--- src/rtl/buffer_reader.sv ---
// buffer_reader: first-word-fall-through FIFO that re-times buffer_unit words onto a valid/ready stream with out_last.
// Optional BUFFER_READER_STALL_CNT_EN adds stall_cnt, a saturating count of refused-word cycles.
`ifndef FEATURE_IN_WIDTH
`define FEATURE_IN_WIDTH 16
`endif
module buffer_reader #(
   parameter int DATA_WIDTH = `FEATURE_IN_WIDTH,
   parameter int DEPTH      = 4,
   parameter int FRAME_LEN  = 16
) (
   input  logic                    clk,
   input  logic                    rst,
   input  logic                    flush,
   input  logic [DATA_WIDTH-1:0]   buf_data,
   input  logic                    buf_valid,
   output logic                    buf_hold,
   output logic [DATA_WIDTH-1:0]   out_data,
   output logic                    out_valid,
   input  logic                    out_ready,
   output logic                    out_last,
   output logic [$clog2(DEPTH):0]  fifo_count
`ifdef BUFFER_READER_STALL_CNT_EN
   ,
   output logic [15:0]             stall_cnt
`endif
);
   localparam int AW = $clog2(DEPTH);
   localparam int FW = FRAME_LEN > 1 ? $clog2(FRAME_LEN) : 1;
   logic [DATA_WIDTH-1:0] mem_q [DEPTH];
   logic [AW:0]   count_q, count_d;
   logic [AW-1:0] wptr_q, wptr_d, rptr_q, rptr_d;
   logic [FW-1:0] fidx_q, fidx_d;
   logic          full, empty, push, pop;
   always_comb begin
      full      = count_q == (AW+1)'(DEPTH);
      empty     = count_q == '0;
      buf_hold  = full;
      out_valid = ~empty;
      out_data  = empty ? '0 : mem_q[rptr_q];
      out_last  = ~empty & (fidx_q == FW'(FRAME_LEN-1));
      fifo_count = count_q;
      // flush discards whatever transfer coincides with it
      push      = buf_valid & ~full & ~flush;
      pop       = out_valid & out_ready & ~flush;
      count_d   = flush ? '0 : count_q + {{AW{1'b0}}, push} - {{AW{1'b0}}, pop};
      wptr_d    = flush ? '0 : push ? wptr_q + AW'(1) : wptr_q;
      rptr_d    = flush ? '0 : pop ? rptr_q + AW'(1) : rptr_q;
      fidx_d    = flush ? '0 : pop ? (fidx_q == FW'(FRAME_LEN-1) ? '0 : fidx_q + FW'(1)) : fidx_q;
   end
   always_ff @(posedge clk) begin
      if (rst) begin
         count_q <= '0;
         wptr_q  <= '0;
         rptr_q  <= '0;
         fidx_q  <= '0;
      end else begin
         count_q <= count_d;
         wptr_q  <= wptr_d;
         rptr_q  <= rptr_d;
         fidx_q  <= fidx_d;
      end
   end
   always_ff @(posedge clk) begin
      if (push) mem_q[wptr_q] <= buf_data;
   end
`ifdef BUFFER_READER_STALL_CNT_EN
   logic [15:0] stall_q, stall_d;
   always_comb begin
      stall_d   = flush ? '0 : (buf_valid & full & ~&stall_q) ? stall_q + 16'd1 : stall_q;
      stall_cnt = stall_q;
   end
   always_ff @(posedge clk) begin
      if (rst) stall_q <= '0;
      else     stall_q <= stall_d;
   end
`endif
endmodule

--- config.mk ---
export PLATFORM = sky130hd
export DESIGN_NAME = buffer_reader
export DESIGN_NICKNAME = d
export VERILOG_FILES = /design/src/rtl/buffer_reader.sv
export SDC_FILE = /design/constraint.sdc
export NUM_CORES = 1
export LEC_CHECK = 0
export BUFFER_PORTS_ARGS = -buffer_cell sky130_fd_sc_hd__buf_4
export CORE_ASPECT_RATIO = 0.8
export CORE_UTILIZATION = 45
export CTS_CLUSTER_SIZE = 8
export DETAILED_ROUTE_END_ITERATION = 6
export GPL_ROUTABILITY_DRIVEN = 0
export HOLD_SLACK_MARGIN = 0.12
export PLACE_DENSITY = 0.64
export SYNTH_ARGS = -nofsm -noshare
export SYNTH_HDL_FRONTEND = slang
export SYNTH_SLANG_ARGS = --single-unit
--- constraint.sdc ---
create_clock -name clk -period 6.53 [get_ports clk]
set_clock_uncertainty 0.2 [all_clocks]
set_input_delay 0.653 -clock clk [delete_from_list [all_inputs] [get_ports clk]]
set_output_delay 0.653 -clock clk [all_outputs]
set_load 0.02 [all_outputs]
# Yosys cells after proc, flatten, opt, wreduce, memory -nomap -nowiden
# Memory sizes are Yosys's and may differ from the RTL's. A register that Yosys moved wholly into a read port is not among the register bits.
# Cells that the tools add are included.
# W data, S select, Z words.
[classes]
addsub = 5
n_mul = 0
div = 0
order_cmp = 0
eq_ne = 2
n_shift = 0
n_mux = 6
bitwise_logic = 8
n_reduce_logical = 2
[op_table]
columns = ["op", "count"]
rows = [
  ["$mux W16", 1],
  ["$and A1 B1 Y1", 5],
  ["$add A2 B1 Y2 const B", 2],
  ["$add A4 B1 Y4 const B", 1],
  ["$eq A4 B4 Y1 const B", 1],
  ["$mux W2", 2],
  ["$mux W4", 1],
  ["$add A3 B1 Y3", 1],
  ["$eq A3 B3 Y1 const B", 1],
  ["$logic_not A3 Y1", 1],
  ["$not A1 Y1", 3],
  ["$sub A3 B1 Y3", 1],
  ["$mux W1", 2],
  ["$reduce_or A2 Y1", 1],
]
[totals]
reg_bits = 11
latch_bits = 0
mem_bits_rw = 64
romBits = 0
input_bits = 21
out_inout_bits = 22
wordCells = 28
memories = 1
[mem_list]
columns = ["memory", "depth", "width", "read_ports", "rd_ports_with_merged_regs", "wr", "line_no", "source"]
rows = [
  ["mem_q", 4, 16, 1, 1, 1, "29", "logic [DATA_WIDTH-1:0] mem_q [DEPTH];"],
]

# Logic depth before layout (Yosys ltp)
[depth]
word_depth = 6
mapped_depth = 11
mapped_depth_nobuf = 11

# Worst setup path after synthesis
# Ideal clock, no wire load.
[synth_path]
kind = "register -> register"
start = "reg count_q[1] (netlist: fifo_count[1])"
end = "reg count_q[2] (netlist: fifo_count[2])"
setup_time_ps = 128
t_arrival_ps = 2337
required_time_ps = 6202
setup_slack_ps = 3865
stages_incl_launch_ff = 12
n_path_buf = 0
synth_period_minus_slack_ps = 2665
path_cell_list = "dfxtp_1 or3b_1 inv_1 nor3_1 inv_1 ha_1 inv_1 ha_1 fa_1 xnor2_1 xnor2_1 nor2_1"
[synth_between]
elab_chain_len = 6
word_cells_on_any_way = 10
classes_between = "add/sub: 2; eq/ne: 1; bitwise: 6; reduce/logical: 1"
[synth_lines]
columns = ["element", "line_no", "source"]
rows = [
  ["start, declared", "30", "logic [AW:0] count_q, count_d;"],
  ["start signal, assigned", "57", "count_q <= count_d;"],
  ["$eq A3 B3 Y1", "35", "full = count_q == (AW+1)'(DEPTH);"],
  ["via buf_hold", "16", "output logic buf_hold,"],
  ["$not A1 Y1", "43", "push = buf_valid & ~full & ~flush;"],
  ["$and A1 B1 Y1 (2 in series)", "43", ""],
  ["$add A3 B1 Y3", "45", "count_d = flush ? '0 : count_q + {{AW{1'b0}}, push} - {{AW{1'b0}}, pop};"],
  ["$sub A3 B1 Y3", "45", ""],
]
# The timed path passes the listed nets, and every way through them passes these cells.
# A chain may end at the register's enable or synchronous reset.

==> metrics.md <==
| Metric | Value |
|---|---|
| Outcome | `completed` |
| Portion of total power attributed to the clock network | `a little over two fifths` |
| Clock latency at the later pin of the worst-skew pair | `approximately 0.34 ns` |
| Overflow after GRT | `0` |
| Commonest non-fill, non-tap cell in the layout | `sky130_fd_sc_hd__edfxtp_1` |
| Worst-margin pin slew | `1.097 ns` |
| Count of inserted antenna diode cells | `0` |
| DR iter-0 viols | `81` |
| Initial standard-cell utilization of the core | `47.80%` |
| Count of non-filler cells in the finished layout | `316` |
| Port-buffer cells | `42` |
| Post-Synthesis Mean Instance Area | `17.08 µm²` |
| Final min period | `3.176 ns` |
| Sum of negative setup slack | `0 ns` |
| Arrival time of the worst setup path | `2.32 ns` |
| Capturing element type of the critical path | `output port` |
| Total nets after synthesis | `about 210` |
| Largest net degree at the start of global routing | `21` |
| Post-route worst hold slack | `0.2874 ns` |
| Hold-critical path depth | `2` |
| Synth Cell Area | `0.003125 mm²` |
| Number of placed instances with taps included | `300` |
| Die extent in y | `76.54 µm` |
| Die X-Extent | `95.18 µm` |
| Vias in the first global route | `1,616` |
| Worst reg2reg path startpoint | `fifo_count[1]` |
| Final cycle utilization of the critical path | `48.63%` |
| Cell row count | `26` |
| Area taken by multi-input logic gates | `843.3 µm²` |
| Required time of the critical path | `between 5 and 6 ns` |
| Wire length of the first global-routing pass | `8.224 mm` |
| Final HPWL from detailed placement | `3.287 mm` |
| Total setup violations reported at the end of the flow | `0` |
| Worst R2R Setup Slack | `3.84 ns` |
| Syn Inst Count | `183` |
| Vias after detailed routing | `1,616` |
| Path class of the lowest-slack min-delay path | `reg -> reg` |
| Synthesis-stage register bit count | `77` |
| Proportion of synthesized chip area in sequential cells | `69.82%` |
| Netlist cell types | `28` |
| DRC Markers | `0` |
| Fraction of power consumed by combinational cells | `5.4%` |
| Most used cells in the layout excluding fill and tap cells | `sky130_fd_sc_hd__edfxtp_1, sky130_fd_sc_hd__buf_4, sky130_fd_sc_hd__and2_1, sky130_fd_sc_hd__mux4_2, sky130_fd_sc_hd__dfxtp_1` |
| Number of clock sinks | `77` |
| Share of layout cells above drive strength 1 | `32.33%` |
| RSZ-0062 raised after global routing | `false` |
| Clock-pin slew of the registers on the worst-case setup and hold paths | `0.07 ns` |
| Final number of hold-violating endpoints | `0` |
| Maximum clock frequency | `between 300 and 400 MHz` |
| R2R Path End | `fifo_count[2]` |
| Total clock buffers created by CTS | `9` |
| Net Sw Power | `0.1974 mW` |
| Proportion of power drawn by flip-flops and latches | `50.9%` |
| Yosys warns | `0` |
| Worst Reg-to-Reg Cells | `9` |
| Total of cells resized after clock tree synthesis | `0` |
| Longest Clk Path Bufs | `2` |
| Type of the setup path with the least slack | `reg -> out` |
| Slew Limit Headroom | `26.78%` |
| Layout net count | `between 200 and 300` |
| Number of H-tree branching levels | `3` |
| Global router's overall resource usage | `15.94%` |
| CTS tree | `built` |
| Power density over the cells | `284.3 mW/mm²` |
| Buffers inserted during post-CTS setup optimization | `0` |
| Setup crit start kind | `flop` |
| Core area | `about 0.0065 mm²` |
| Floorplan die area | `0.007285 mm²` |
| DR WL/cell | `16.51 µm` |
| Detailed Route WL | `5.217 mm` |
| Utilization after layout | `about 57%` |
| Final max-slew violation count | `0` |
| Via density | `~5.1` |
| Worst vdd rail ir drop | `around 130 µV` |
| Number of antenna-violating nets in the routed design | `0` |
| Area growth, synth to finish | `20.06%` |
| I/O pin total | `43` |
| Master cell of the clock root buffer | `sky130_fd_sc_hd__clkbuf_8` |
| Hold Path Origin | `rptr_q[1]` |
| Number of buffers inserted by hold repair at cts | `0` |
| Setup WS post-layout | `3.354 ns` |
| Pre-CTS WS | `3.618 ns` |
| Pint | `0.8692 mW` |
| Largest fanout on the critical path | `16` |
| Fill count | `520` |
| Maximum Capacitance Violations | `0` |
| Leakage power summed over all cells | `1.322 nW` |
| Net Sw Frac | `18.51%` |
| First-pass iteration count of the detailed router | `4` |
| Storage cell area | `0.002182 mm²` |
| Initial antenna violation count | `0` |
## flip-flops by register name (all words and copies together) (netlist names), named ones only
name	count
mem_q	64
fidx_q	4
rptr_q	2
fifo_count	3
wptr_q	2
## cells in the mapped netlist
master	instances	share of area, %
sky130_fd_sc_hd__or3b_1	1	0.28
sky130_fd_sc_hd__nand4b_1	1	0.28
sky130_fd_sc_hd__or4_1	2	0.48
sky130_fd_sc_hd__clkbuf_1	4	0.48
sky130_fd_sc_hd__inv_1	11	1.3
sky130_fd_sc_hd__a32o_1	1	0.32
sky130_fd_sc_hd__or2_2	1	0.20
sky130_fd_sc_hd__dfxtp_1	13	8.3
sky130_fd_sc_hd__nor3_2	1	0.32
sky130_fd_sc_hd__and2_1	22	4.4
sky130_fd_sc_hd__nand2b_1	1	0.20
sky130_fd_sc_hd__ha_1	7	2.8
sky130_fd_sc_hd__fa_1	1	0.64
sky130_fd_sc_hd__buf_6	3	1.1
sky130_fd_sc_hd__nand2_1	1	0.12
sky130_fd_sc_hd__nor2b_1	1	0.20
sky130_fd_sc_hd__nor2_1	4	0.48
sky130_fd_sc_hd__buf_2	1	0.16
sky130_fd_sc_hd__a211o_2	1	0.32
sky130_fd_sc_hd__xnor2_1	2	0.56
sky130_fd_sc_hd__o21ai_0	5	0.80
sky130_fd_sc_hd__clkbuf_2	1	0.16
sky130_fd_sc_hd__o31ai_1	2	0.48
sky130_fd_sc_hd__a21oi_1	8	1.3
sky130_fd_sc_hd__mux4_2	16	12
sky130_fd_sc_hd__nand3_1	6	0.96
sky130_fd_sc_hd__nor3_1	2	0.32
sky130_fd_sc_hd__edfxtp_1	64	61
## cell type report
cell class,count,share of cell area (%)
tap,84,2.801
inverter,11,1.100
sequential,77,58.15
multi-input combinational,86,22.47
clock buffer,12,3.868
clock inverter,4,3.201
timing repair buffer,42,8.403
## per-stage QoR
stage	power [mW]	area, µm²
after floorplan	0.5842	3126
after global placement	0.6121	3487
after detailed placement	0.6129	3487
after CTS	1.077	3752
after global routing	1.100	3752
final	1.067	3752
## kinds of logic (layout without fill, tap and decap cells)
family	after synthesis	in the layout	synth area share [%]
AOI/OAI and AO/OA	17	17	3.202
xor gates and xnor gates	2	2	0.5606
adders and majority gates	8	8	3.443
buffers and inverters	20	69	3.202
DFF	77	77	69.82
muxes	16	16	11.53
and+or+nand+nor	43	43	8.247
## metal layers
metal | global-route usage, % | vias up | routed length [µm]
met1 | 21.10 | 799 | 2460
met2 | 24.07 | 33 | 2452
li1 | - | 779 | -
met3 | 6.287 | 5 | 258
met4 | 5.000 | 0 | 46
met5 | 0 | - | 0
## critical path: stages (launching register included)
cell and delay (ns):
sky130_fd_sc_hd__dfxtp_1 1.05, sky130_fd_sc_hd__mux4_2 0.61, sky130_fd_sc_hd__and2_1 0.17, sky130_fd_sc_hd__buf_4 0.15
## power groups by stage
| stage | Sequential [mW] | Combinational, mW | Clock (mW) |
|---|---|---|---|
| floorplan | 0.553 | 0.0308 | 0 |
| global placement | 0.554 | 0.0579 | 0 |
| detailed placement | 0.554 | 0.0586 | 0 |
| CTS | 0.543 | 0.0588 | 0.475 |
| global route | 0.544 | 0.0629 | 0.493 |
| finish | 0.543 | 0.0577 | 0.466 |
## worst max-delay path by stage
stage          slack [ns]           from  cells after the start       endpoint
6_report             3.35           flop                      3   out_data[15]
5_1_grt              3.09           flop                      3   out_data[11]
4_1_cts              3.24           flop                      3   out_data[15]
3_5_place_dp         3.62           flop                      3   out_data[15]
3_3_place_gp         3.65           flop                      3   out_data[11]
2_1_floorplan        3.87  fifo_count[1]                     11  fifo_count[2]
No activity file was read; power rests on OpenSTA's default activity.
